$ cat config.mk
export PLATFORM = sky130hd
export DESIGN_NAME = mire_writer
export DESIGN_NICKNAME = d
export VERILOG_FILES = /design/src/rtl/mire_pkg.sv /design/src/rtl/mire_pattern.sv /design/src/rtl/mire_writer.sv
export SDC_FILE = /design/constraint.sdc
export NUM_CORES = 1
export LEC_CHECK = 0
export ABC_AREA = 1
export CAP_MARGIN = 20
export CELL_PAD_IN_SITES_DETAIL_PLACEMENT = 1
export CELL_PAD_IN_SITES_GLOBAL_PLACEMENT = 2
export CORE_MARGIN = 4
export CORE_UTILIZATION = 29
export CTS_CLUSTER_SIZE = 24
export DETAILED_ROUTE_END_ITERATION = 10
export PLACE_DENSITY_LB_ADDON = 0.1
export RECOVER_POWER = 50
export SLEW_MARGIN = 10
export SYNTH_ARGS = -nofsm -noshare
export SYNTH_HDL_FRONTEND = slang
export SYNTH_SLANG_ARGS = --single-unit
$ cat constraint.sdc
create_clock -name clk -period 2 [get_ports clk]
set_input_delay 0.3 -clock clk [delete_from_list [all_inputs] [get_ports clk]]
set_output_delay 0.3 -clock clk [all_outputs]
set_load 0.02 [all_outputs]
$ cat src/rtl/mire_pkg.sv
// Shared types and pattern helper for the mire test-pattern writer.
package mire_pkg;

  typedef enum logic [1:0] {IDLE, WRITE, RELEASE} state_t;

  localparam logic [23:0] WHITE = 24'hFFFFFF;
  localparam logic [23:0] BLACK = 24'h000000;

  // White on grid lines (pitch is a power of two) and on the right/bottom border.
  function automatic logic [23:0] grid_pixel(input int unsigned x,
                                             input int unsigned y,
                                             input int unsigned hdisp,
                                             input int unsigned vdisp,
                                             input int unsigned grid);
    logic on_grid;
    on_grid = ((x & (grid - 1)) == 0) || ((y & (grid - 1)) == 0) ||
              (x == hdisp - 1) || (y == vdisp - 1);
    return on_grid ? WHITE : BLACK;
  endfunction

endpackage

$ cat src/rtl/mire_pattern.sv
// Pixel position counters and registered grid colour, advanced one pixel per step.
module mire_pattern
  import mire_pkg::*;
#(
  parameter int HDISP = 800,
  parameter int VDISP = 480,
  parameter int GRID  = 16
) (
  input  logic        clk,
  input  logic        rst_n,
  input  logic        step,
  output logic [23:0] rgb,
  output logic        last_pixel
);

  localparam int XW = $clog2(HDISP);
  localparam int YW = $clog2(VDISP);
  localparam logic [XW-1:0] X_LAST = XW'(HDISP - 1);
  localparam logic [YW-1:0] Y_LAST = YW'(VDISP - 1);

  logic [XW-1:0] x, x_nxt;
  logic [YW-1:0] y, y_nxt;

  // The last pixel of the frame wraps both counters back to the origin.
  always_comb begin
    x_nxt = x + 1'b1;
    y_nxt = y;
    if (x == X_LAST) begin
      x_nxt = '0;
      y_nxt = (y == Y_LAST) ? '0 : y + 1'b1;
    end
  end

  assign last_pixel = (x == X_LAST) && (y == Y_LAST);

  always_ff @(posedge clk or negedge rst_n) begin
    if (!rst_n) begin
      x   <= '0;
      y   <= '0;
      rgb <= WHITE;
    end else if (step) begin
      x   <= x_nxt;
      y   <= y_nxt;
      rgb <= grid_pixel(32'(x_nxt), 32'(y_nxt), HDISP, VDISP, GRID);
    end
  end

endmodule

$ cat src/rtl/mire_writer.sv
// Wishbone write master filling the framebuffer with a grid pattern,
// releasing the bus after every burst and at the end of each frame.
module mire_writer
  import mire_pkg::*;
#(
  parameter int          HDISP     = 800,
  parameter int          VDISP     = 480,
  parameter logic [31:0] BASE_ADR  = 32'h0000_0000,
  parameter int          BURST_LEN = 64,
  parameter int          GRID      = 16
) (
  input  logic        clk,
  input  logic        rst_n,
  input  logic        enable,
  output logic [31:0] adr,
  output logic [31:0] dat_ms,
  output logic [3:0]  sel,
  output logic        we,
  output logic [2:0]  cti,
  output logic [1:0]  bte,
  output logic        stb,
  output logic        cyc,
  input  logic        ack,
  output logic        busy,
  output logic        frame_done
);

  localparam int BW = $clog2(BURST_LEN + 1);
  localparam logic [BW-1:0] B_LAST = BW'(BURST_LEN - 1);

  state_t        state;
  logic [BW-1:0] burst_cnt;
  logic          step;
  logic          last_pixel;
  logic [23:0]   rgb;

  assign sel    = 4'b1111;
  assign we     = 1'b1;
  assign cti    = 3'b000;
  assign bte    = 2'b00;
  assign dat_ms = {8'h00, rgb};
  assign step   = stb && ack;

  mire_pattern #(
    .HDISP (HDISP),
    .VDISP (VDISP),
    .GRID  (GRID)
  ) u_pattern (
    .clk        (clk),
    .rst_n      (rst_n),
    .step       (step),
    .rgb        (rgb),
    .last_pixel (last_pixel)
  );

  always_ff @(posedge clk or negedge rst_n) begin
    if (!rst_n) begin
      state      <= IDLE;
      cyc        <= 1'b0;
      stb        <= 1'b0;
      adr        <= BASE_ADR;
      burst_cnt  <= '0;
      busy       <= 1'b0;
      frame_done <= 1'b0;
    end else begin
      frame_done <= 1'b0;
      case (state)
        IDLE: begin
          if (enable) begin
            state <= WRITE;
            cyc   <= 1'b1;
            stb   <= 1'b1;
            busy  <= 1'b1;
          end
        end
        WRITE: begin
          if (ack) begin
            if (last_pixel) begin
              // Frame end always closes the tenure, however short the burst.
              frame_done <= 1'b1;
              adr        <= BASE_ADR;
              burst_cnt  <= '0;
              cyc        <= 1'b0;
              stb        <= 1'b0;
              if (enable) begin
                state <= RELEASE;
              end else begin
                state <= IDLE;
                busy  <= 1'b0;
              end
            end else begin
              adr <= adr + 32'd4;
              if (burst_cnt == B_LAST) begin
                burst_cnt <= '0;
                state     <= RELEASE;
                cyc       <= 1'b0;
                stb       <= 1'b0;
              end else begin
                burst_cnt <= burst_cnt + 1'b1;
              end
            end
          end
        end
        RELEASE: begin
          state <= WRITE;
          cyc   <= 1'b1;
          stb   <= 1'b1;
        end
        default: begin
          state <= IDLE;
          cyc   <= 1'b0;
          stb   <= 1'b0;
          busy  <= 1'b0;
        end
      endcase
    end
  end

endmodule

==> flow_metrics.py <==
metrics = {
    "outcome": {
        "status": "finished, final reports clean",
    },
    "logic_synthesis": {
        "synth_top_family_by_area": "simple AND/OR/NAND/NOR gates",
        "synth_area_um2": 4000,
        "yosysUniqueCellTypes": 42,
        "synth_compound_area_share_pct": 8.82,
        "synth-simple-area-share_pct": 33.8,
        "synth-warning-count": 0,
        "synth_fa_ha_area_share_pct": 1.56,
        "ys_ff_latch": 61,
        "netlist_instances": 549,
        "synth_edf_count": 0,
        "synthXorXnorAreaFrac_pct": 2.41,
        "synth_mux_area_share_pct": 0,
        "synth.yosys.seq_area_share_pct": 38.2,
        "yosys_most_used_dff": "dfrtp_1",
        "syn_area_per_cell_um2": 7.28,
        "synth-async-reset-ratio_pct": 100,
    },
    "detailed_routing": {
        "routed_wl_um": 11800,
        "drtIter0Drc": 157,
        "drc_errors": 0,
        "vias_per_cell": 4.58,
        "drtPass1Iterations": 4,
        "vias": 3677,
        "drt.antenna.violating_nets": 0,
        "wire_per_inst_um": 14.7,
    },
    "global_route": {
        "antenna_found_initial": 0,
        "use_met3_pct": 4.31,
        "grtUsageTotal_pct": 15.5,
        "grt.busiest_layer": "met2",
        "grt_max_degree": 62,
        "grt_util_met1_pct": 18.8,
        "grt_pass1_wl_um": 19800,
        "grtUsageMet2_pct": 27.3,
        "grt_pass1_vias": 3908,
        "grt.overflow.total": 0,
    },
    "sta": {
        "fin_worst_skew_ns": 0.00828,
        "hold_viol_final": 0,
        "rsz0062_at_grt": "true",
        "period_needed_ns": 1.86,
        "slew_headroom_pct": 39.9,
        "drv_slew": 0,
        "hold_ws_ns": 0.485,
        "fin_tns_setup_ns": 0,
        "fin_crit_sh_pct": 92.8,
        "setup_viol_count_final": 0,
        "max_clock_freq_ghz": 0.539,
        "worst_slew_pin_slew_ns": 0.902,
    },
    "layout": {
        "instances_no_fill": 803,
        "syn2layout_area_growth_pct": 26.5,
        "diodes": 0,
        "design_area_um2": 5060,
        "drive_gt1_share_pct": 12.8,
        "nNetsFinal": 632,
    },
    "floorplan": {
        "pin_count": 82,
        "coreArea_um2": 13300,
        "dieArea_um2": 15700,
        "start_util_pct": 30.0,
        "die-height_um": 125,
        "rows": 42,
        "die_w_um": 125,
    },
    "power": {
        "peakVddDrop_uv": 371,
        "power_density_nw_per_um2": 1090,
        "p_total_w": 0.00553,
        "leakagePower_nw": 2.52,
    },
    "clock_tree": {
        "cts_tree": "yes",
        "clock_path_buffers": 2,
        "clk_latency_ns": 0.33,
        "numClockSinks": 61,
        "htree_num_levels": 3,
        "clockRootBuffer": "clkbuf_16",
        "cts_buffers": 9,
        "clk_pin_slew_ns": 0.05,
        "post_cts_buffers": 0,
    },
    "worst_setup_path": {
        "path_cells": "buf_4 -> nand2_1 -> nor2_1 -> nand4_1 -> nor4_1 -> nand3_1 -> nand2_1 -> nand2_1 -> nor2_1",
        "cp-start-kind": "flip-flop",
        "critical_path_arrival_ns": 2.12,
        "crit_path_frequent_cell": "nand2_1",
        "cp_slowest_stage_delay_ns": 0.41,
        "slowest_stage": "nor4_1",
        "worstSetupPathType": "flip-flop to flip-flop",
        "crit_path_max_fanout": 3,
        "required_ns": 2.27,
        "end_kind": "flip-flop",
    },
    "placement": {
        "placed_area_um2": 4790,
        "portBuffers": 61,
        "dp.cells": 786,
        "dpl.hpwl_um": 8830,
        "place_congestion": 0.752,
    },
    "hold_path": {
        "hp-class": "flip-flop to flip-flop",
    },
    "job": {
        "cap_violations": 0,
    },
}
## registers in the layout, summed over array words and instances (netlist names)
signal         cells
frame_done         1
adr               30
state              2
u_pattern.x       10
burst_cnt          7
u_pattern.rgb      1
busy               1
u_pattern.y        9
## worst paths after layout
kind / start / endpoint / slack [ns] / cells past startpoint
hold reg to reg: busy / busy / 0.49 / 2
min in group asynchronous: rst_n / u_pattern.y[1] / 0.73 / 3
setup / recovery: adr[3] / adr[23] / 0.14 / 9
max in group asynchronous: rst_n / adr[17] / 0.67 / 3
setup reg to reg: adr[3] / adr[23] / 0.14 / 9
hold / removal: busy / busy / 0.49 / 2
## stage by stage
stage                     worst slack, ns  util (%)
after detailed placement          -0.0105      35.9
after global routing            -0.000891      37.9
after floorplan                     0.212         -
after global placement            0.00553      35.9
after CTS                        0.000282      37.7
final                               0.144      37.9
## Yosys cell counts (2+ instances only)
master,n,area (um^2)
nand2_1,148,556
nor2_1,62,233
dfrtp_1,60,1500
inv_1,54,203
buf_4,45,338
nand3_1,34,170
o21ai_0,24,120
a21oi_1,23,115
nor3_1,14,70.1
nand4_1,10,62.6
xor2_1,9,78.8
ha_1,5,62.6
nor2_2,5,31.3
nand2_2,4,25.0
nand3b_1,4,30.0
clkbuf_1,3,11.3
inv_2,3,11.3
nor2_4,3,33.8
nor4_1,3,18.8
o21ai_1,3,15.0
a22oi_1,2,15.0
a31oi_1,2,12.5
and3_1,2,12.5
buf_6,2,22.5
conb_1,2,7.51
nor2_8,2,40.0
nor3_2,2,20.0
o21a_1,2,15.0
o221a_2,2,22.5
or2_2,2,12.5
xnor2_1,2,17.5
## final cells by class
type / instances / area (um^2)
Fill cell: 1682 / 8290
Sequential cell: 61 / 1530
Clock inverter: 2 / 10.0
Multi-Input combinational cell: 397 / 1990
Inverter: 58 / 220
Tap cell: 176 / 220
Timing Repair Buffer: 96 / 835
Clock buffer: 13 / 250
## kinds of logic after synthesis
kind of cell | after synthesis
other cells | 2
compound gates | 63
flops | 61
xor+xnor | 11
buf+inv | 110
fa+ha+maj | 5
simple gates | 297
## per-layer routing
metal / vias to the layer above / part of all wire [%] / wire [um]
li1: 1844 / - / -
met1: 1767 / 45 / 5330
met2: 61 / 51 / 5970
met3: 5 / 3.5 / 417
met4: 0 / 0.66 / 78
met5: - / 0 / 0
## critical path, delay by kind of cell (launching register included)
family,cells,cell delay [ns]
and+or+nand+nor,8,1.31
DFF,1,0.35
buffers and inverters,1,0.14
## placed cells by master (no fill, tap or decap), types with 3 or more instances in the layout
cell               n
nand3_1           33
dlygate4sd2_1     22
a21oi_1           23
inv_1             54
nand3b_1           4
o21ai_0           24
nand4_1           10
clkdlybuf4s50_1   29
buf_4             29
o21ai_1            3
nor2_2             6
nor2_4             6
conb_1            20
inv_2              3
clkbuf_1           6
clkbuf_16          9
nand2_1          149
dlygate4sd3_1      8
ha_1               3
xor2_1             9
nor2_1            59
dfrtp_1           60
nor3_1            13
nor4_1             3
## repair_timing
item / in CTS / in global routing
gates cloned: 0 / 1
pin swaps: 0 / 2
setup endpoints to repair: 24 / 10
hold endpoints to repair: 29 / 0
hold buffers: 1 / 0
resized for setup: 23 / 13
## power by group
| group | leakage (nW) | internal [W] | total [W] | switching [W] |
|---|---|---|---|---|
| combinational | 1.63 | 0.000877 | 0.00233 | 0.00145 |
| clock | 0.129 | 0.000861 | 0.00140 | 0.000543 |
| sequential | 0.768 | 0.00152 | 0.00179 | 0.000271 |
| total | 2.52 | 0.00326 | 0.00553 | 0.00227 |
Note: power is estimated with default switching activity, not from simulation.
